==> src/rtl/cim_mem_req_arbiter.sv <==
// Fixed-priority arbiter with aging promotion in front of one single-port CIM memory.
// Issues a registered one-hot access one cycle after accept; read data returns two cycles after accept.
module cim_mem_req_arbiter #(
  parameter int               N_SRC         = 6,
  parameter int               ADDR_W        = 10,
  parameter int               DATA_W        = 16,
  parameter int               MAX_WAIT      = 8,
  parameter logic [N_SRC-1:0] NO_WRITE_MASK = 6'b000100
) (
  input  logic                      clk,
  input  logic                      rst_n,
  input  logic [N_SRC-1:0]          i_req_valid,
  input  logic [N_SRC-1:0]          i_req_write,
  input  logic [N_SRC*ADDR_W-1:0]   i_req_addr,
  input  logic [N_SRC*DATA_W-1:0]   i_req_wdata,
  output logic [N_SRC-1:0]          o_req_ready,
  output logic [N_SRC-1:0]          o_rsp_valid,
  output logic [DATA_W-1:0]         o_rsp_data,
  output logic [N_SRC-1:0]          o_mem_read_req_src,
  output logic [N_SRC-1:0]          o_mem_write_req_src,
  output logic [N_SRC*ADDR_W-1:0]   o_mem_addr_table,
  output logic [N_SRC*DATA_W-1:0]   o_mem_write_data,
  input  logic [DATA_W-1:0]         i_mem_read_data,
  output logic                      o_err_illegal_write
);

  localparam int CNT_W = $clog2(MAX_WAIT + 1);
  localparam int IDX_W = (N_SRC > 1) ? $clog2(N_SRC) : 1;

  logic [CNT_W-1:0]        r_wait_cnt [N_SRC];
  logic [N_SRC-1:0]        r_mem_rd;
  logic [N_SRC-1:0]        r_mem_wr;
  logic [N_SRC*ADDR_W-1:0] r_addr_tbl;
  logic [N_SRC*DATA_W-1:0] r_wdata_tbl;
  logic                    r_err;
  logic [N_SRC-1:0]        r_rsp_vld;
  logic [DATA_W-1:0]       r_rsp_hold;

  logic [N_SRC-1:0]  w_urgent;
  logic [N_SRC-1:0]  w_pick;
  logic [N_SRC-1:0]  w_grant_oh;
  logic [N_SRC-1:0]  w_hs;
  logic [IDX_W-1:0]  w_grant_idx;
  logic              w_found;
  logic              w_acc;
  logic              w_acc_write;
  logic              w_illegal;
  logic [ADDR_W-1:0] w_acc_addr;
  logic [DATA_W-1:0] w_acc_wdata;

  always_comb begin
    w_urgent = '0;
    for (int i = 0; i < N_SRC; i++) begin
      w_urgent[i] = i_req_valid[i] && (r_wait_cnt[i] == CNT_W'(MAX_WAIT));
    end
  end

  // Any urgent source pre-empts the plain priority order.
  assign w_pick = (|w_urgent) ? w_urgent : i_req_valid;

  always_comb begin
    w_grant_oh  = '0;
    w_grant_idx = '0;
    w_found     = 1'b0;
    for (int i = 0; i < N_SRC; i++) begin
      if (w_pick[i] && !w_found) begin
        w_grant_oh[i] = 1'b1;
        w_grant_idx   = IDX_W'(i);
        w_found       = 1'b1;
      end
    end
  end

  assign o_req_ready = rst_n ? w_grant_oh : '0;
  assign w_hs        = i_req_valid & o_req_ready;
  assign w_acc       = |w_hs;
  assign w_acc_write = i_req_write[w_grant_idx];
  assign w_illegal   = w_acc && w_acc_write && NO_WRITE_MASK[w_grant_idx];
  assign w_acc_addr  = i_req_addr[w_grant_idx*ADDR_W +: ADDR_W];
  assign w_acc_wdata = i_req_wdata[w_grant_idx*DATA_W +: DATA_W];

  always_ff @(posedge clk or negedge rst_n) begin
    if (!rst_n) begin
      for (int i = 0; i < N_SRC; i++) r_wait_cnt[i] <= '0;
    end else begin
      for (int i = 0; i < N_SRC; i++) begin
        if (!i_req_valid[i] || w_hs[i]) begin
          r_wait_cnt[i] <= '0;
        end else if (r_wait_cnt[i] != CNT_W'(MAX_WAIT)) begin
          r_wait_cnt[i] <= r_wait_cnt[i] + CNT_W'(1);
        end
      end
    end
  end

  // Every slot is rewritten each cycle so idle cycles present an all-zero access.
  always_ff @(posedge clk or negedge rst_n) begin
    if (!rst_n) begin
      r_mem_rd    <= '0;
      r_mem_wr    <= '0;
      r_addr_tbl  <= '0;
      r_wdata_tbl <= '0;
      r_err       <= 1'b0;
    end else begin
      r_mem_rd    <= '0;
      r_mem_wr    <= '0;
      r_addr_tbl  <= '0;
      r_wdata_tbl <= '0;
      r_err       <= w_illegal;
      if (w_acc && !w_illegal) begin
        r_addr_tbl[w_grant_idx*ADDR_W +: ADDR_W] <= w_acc_addr;
        if (w_acc_write) begin
          r_mem_wr[w_grant_idx]                     <= 1'b1;
          r_wdata_tbl[w_grant_idx*DATA_W +: DATA_W] <= w_acc_wdata;
        end else begin
          r_mem_rd[w_grant_idx] <= 1'b1;
        end
      end
    end
  end

  // The issued read vector doubles as the return tag; memory data lands one cycle later.
  always_ff @(posedge clk or negedge rst_n) begin
    if (!rst_n) begin
      r_rsp_vld  <= '0;
      r_rsp_hold <= '0;
    end else begin
      r_rsp_vld <= r_mem_rd;
      if (|r_rsp_vld) r_rsp_hold <= i_mem_read_data;
    end
  end

  assign o_rsp_valid         = r_rsp_vld;
  assign o_rsp_data          = (|r_rsp_vld) ? i_mem_read_data : r_rsp_hold;
  assign o_mem_read_req_src  = r_mem_rd;
  assign o_mem_write_req_src = r_mem_wr;
  assign o_mem_addr_table    = r_addr_tbl;
  assign o_mem_write_data    = r_wdata_tbl;
  assign o_err_illegal_write = r_err;

  a_one_access: assert property (@(posedge clk) disable iff (!rst_n)
    $countones({o_mem_read_req_src, o_mem_write_req_src}) <= 1);
  a_one_ready: assert property (@(posedge clk) disable iff (!rst_n)
    $countones(o_req_ready) <= 1);
  a_rsp_onehot: assert property (@(posedge clk) disable iff (!rst_n)
    $onehot0(o_rsp_valid));

endmodule
==> config.mk <==
export PLATFORM = sky130hd
export DESIGN_NAME = cim_mem_req_arbiter
export DESIGN_NICKNAME = d
export VERILOG_FILES = /design/src/rtl/cim_mem_req_arbiter.sv
export SDC_FILE = /design/constraint.sdc
export NUM_CORES = 1
export LEC_CHECK = 0
export CAP_MARGIN = 20
export CELL_PAD_IN_SITES_DETAIL_PLACEMENT = 1
export CELL_PAD_IN_SITES_GLOBAL_PLACEMENT = 2
export CORE_MARGIN = 2
export CORE_UTILIZATION = 27
export CTS_CLUSTER_DIAMETER = 200
export DETAILED_ROUTE_END_ITERATION = 10
export GPL_ROUTABILITY_DRIVEN = 0
export PLACE_DENSITY_LB_ADDON = 0.1
export SETUP_SLACK_MARGIN = 0.05
export SYNTH_ARGS = -nofsm -noshare
export SYNTH_HDL_FRONTEND = slang
export SYNTH_SLANG_ARGS = --single-unit
==> constraint.sdc <==
create_clock -name clk -period 6.7 [get_ports clk]
set_input_delay 1.34 -clock clk [delete_from_list [all_inputs] [get_ports clk]]
set_output_delay 1.34 -clock clk [all_outputs]
set_load 0.005 [all_outputs]
==> flow_summary.ini, run 1 <==
[outcome]
outcome = finished, final reports clean

[sta]
rsz0062_at_grt = false
slew_headroom_pct = 26.2
drv_slew = 0
fin_crit_ps = 5880
setup_viol = 0
layout_worst_path_cycle_share_pct = 87.7
hold_violations = 0
worstMarginPinSlew_ps = 1090
fmax_ghz = 0.170
tns_ps = 0
fin_skew_ps = 33.5

[die]
die_width_um = 205
start_util_pct = 27.5
io_pins = 383
die_area_um2 = 42100
die_h_um = 205
rows = 73
core_area_um2 = 39800

[placed_design]
dpl_cell_area_um2 = 15700
numPortBuffers = 382
dp_hpwl_um = 39900
dp.cells = 2031

[logic_synthesis]
synth_area_leaders = dfrtp_1 (49%), and2_1 (5.7%), a21oi_1 (3.5%), nor2_1 (3.4%), nand2_1 (3.0%)
yosysWarnings = 0
synthMostInstantiatedCell = dfrtp_1
syn_nets = 1332
syn_inst = 1124
async_reset_ff_share_pct = 100
ys_seq_area_share_pct = 49.2
synth_ff_type = dfrtp_1
syn_avg_cell_area_um2 = 9.73
synth.distinct_cells = 70
synth_common_cells = dfrtp_1 (215), and2_1 (100), nor2_1 (100)
syn_area_um2 = 10900
yosysTopAreaCellShare_pct = 49.2
yosysTopAreaCell = dfrtp_1
synth-edff-count = 0
synth_seq_cells = 215

[critical_path]
crit_required_ps = 5360
worst_r2r_startpoint = r_wait_cnt[4]
reg2reg_to = o_mem_addr_table[3]
critical_path_peak_fanout = 21
worstSetupStartpointType = primary input
crit_path_max_incr_delay_ps = 600
critPathLaunch = i_req_valid[0]
crit_top_cell = clkdlybuf4s50_1
path_class = primary input to output port
crit_chain = clkdlybuf4s50_1 > nand4b_1 > and2_1 > a31o_2 > nor3_1 > nand2_1 > nor2_1 > clkdlybuf4s50_1
ff2ff_setup_slack_ps = 1610
path_buf_inv = 2
r2r.worst_path.cells = 19
cp_top_family = simple AND/OR/NAND/NOR gates
crit_path_end_kind = output port
slowest_stage = clkdlybuf4s50_1
critPathArrivalTime_ps = 4540

[min_path]
hold_path.class = flop to flop
hold_path_depth = 0
min_from = o_mem_read_req_src[5]
whs_endpoint = o_rsp_valid[5]

[global_route]
grt_pass1_vias = 11300
grt_max_degree = 85
antenna_found_initial = 1
grt_pass1_wl_um = 75400
grt_overflow = 0
gr-usage-all-layers_pct = 24.1

[routing]
wl_um = 51600
vias_per_cell = 5.15
wire_per_inst_um = 24.9
drt-initial-drc-count = 631
postRouteAntennaNets = 0
drc = 0
first_pass_iters = 5
vias = 10700

[cts]
ctsResizeCount = 0
cts_tree = done
clockBufferDepth = 3
cts_buffers = 25
clk_latency_ps = 540
post_cts_buffers = 0
clk_pin_slew_worst_paths_ps = 60
postCtsHoldBufs = 0
ctsHtreeMaxLevel = 1
cts_root_buf = clkbuf_16
cts_sinks = 215

[run]
timing.max_cap.violations = 0

[power]
power_density_nw_per_um2 = 221
power_leakage_nw = 6.93
irDropWorstVdd_v = 0.000111

[layout]
fillers = 4501
fin_area_um2 = 16500
stdcell_count = 2074
drive_above_1_share_pct = 9.56
final_nets = 1741
syn2layout_area_growth_pct = 50.7
final_core_util_pct = 41.4
state kept, by name (all words and copies together) (netlist names):
name                 count
o_rsp_valid              6
o_mem_write_req_src      6
r_wait_cnt              24
o_mem_addr_table        60
o_mem_write_data        96
o_err_illegal_write      1
r_rsp_hold              16
o_mem_read_req_src       6
worst max path at each step:
stage,endpoint,slack (ps),cells after the start
6_report,o_req_ready[4],820,8
5_1_grt,o_mem_addr_table[3],480,17
3_3_place_gp,o_mem_addr_table[55],540,17
3_5_place_dp,o_mem_addr_table[55],460,17
4_1_cts,o_req_ready[4],790,8
2_1_floorplan,o_mem_addr_table[36],970,17
cells by family (layout without fill, tap and decap cells):
group | count (synthesis) | after routing | synth area share [%]
AOI/OAI and AO/OA | 304 | 304 | 19.2
adders and majority gates | 22 | 22 | 2.52
and+or+nand+nor | 452 | 452 | 21.6
xor gates and xnor gates | 23 | 23 | 1.84
other | 0 | 1 | 0
muxes | 24 | 24 | 2.49
buffers and inverters | 84 | 508 | 3.12
DFF | 215 | 215 | 49.2
layer usage:
layer | track usage, % | routed length, µm | up-vias
met2 | 42.2 | 25200 | 400
li1 | - | - | 4882
met1 | 30.4 | 21700 | 5327
met3 | 4.36 | 3500 | 64
met5 | 0 | 0 | -
met4 | 6.73 | 1160 | 0
power breakdown:
| group | switching [W] | internal (W) |
|---|---|---|
| sequential | 0.0000232 | 0.00135 |
| combinational | 0.000510 | 0.000378 |
| clock | 0.000546 | 0.000828 |
| total | 0.00108 | 0.00256 |
worst reg2reg max path: stages, from the launching register on:
cell and delay, ps:
dfrtp_1 430, inv_1 70, ha_1 220, and4b_4 240
nor4_4 450, buf_4 240, a31o_2 360, a21oi_1 160
o21ai_2 240, ha_1 190, ha_1 270, nor2_1 270
nand3_1 250, inv_1 130, ha_1 250, inv_1 140
nand2_1 150, nor3_1 510, o311ai_0 260, a32oi_1 220
layout make-up:
| type | count | area [µm²] | area share (%) |
|---|---|---|---|
| flip-flops and latches | 215 | 5380 | 32.7 |
| multi-input cells | 825 | 5240 | 31.8 |
| repair buffers | 442 | 4280 | 26.0 |
| clock buffers | 30 | 674 | 4.09 |
| well taps | 525 | 657 | 3.99 |
| clock inverters | 12 | 148 | 0.896 |
| inverters | 24 | 92.6 | 0.562 |
| diodes | 1 | 2.50 | 0.0152 |
through the flow:
stage,hold slack [ps],setup WS (ps),power [W]
3_5_place_dp,372,459,0.00228
3_3_place_gp,363,537,0.00227
6_report,377,824,0.00364
5_1_grt,392,475,0.00381
2_1_floorplan,376,972,0.00180
4_1_cts,382,785,0.00369
cell usage in the layout (no fill, tap or decap), drive strengths merged, types with 8 or more instances in the layout:
cell type	instances
dfrtp	215
xnor2	11
nand2	86
nor2b	16
clkdlybuf4s50	381
o21ai	53
a32oi	12
nand3	56
a22oi	28
and3	20
o221ai	19
ha	22
a22o	8
a211oi	26
xor2	12
a31oi	12
nor2	100
buf	61
clkbuf	30
inv	25
a21oi	76
mux2	16
and2	101
o211ai	17
nor3	42
Note: power is estimated with default switching activity, not from simulation.
==> inputs of run 2 (changes only) <==
--- a/config.mk
+++ b/config.mk
@@ -14,7 +14,6 @@
 export DETAILED_ROUTE_END_ITERATION = 10
 export GPL_ROUTABILITY_DRIVEN = 0
 export PLACE_DENSITY_LB_ADDON = 0.1
-export SETUP_SLACK_MARGIN = 0.05
 export SYNTH_ARGS = -nofsm -noshare
 export SYNTH_HDL_FRONTEND = slang
 export SYNTH_SLANG_ARGS = --single-unit
==> results of run 2 <==
Final layout, timing and power as in run 1 (identical DEF).
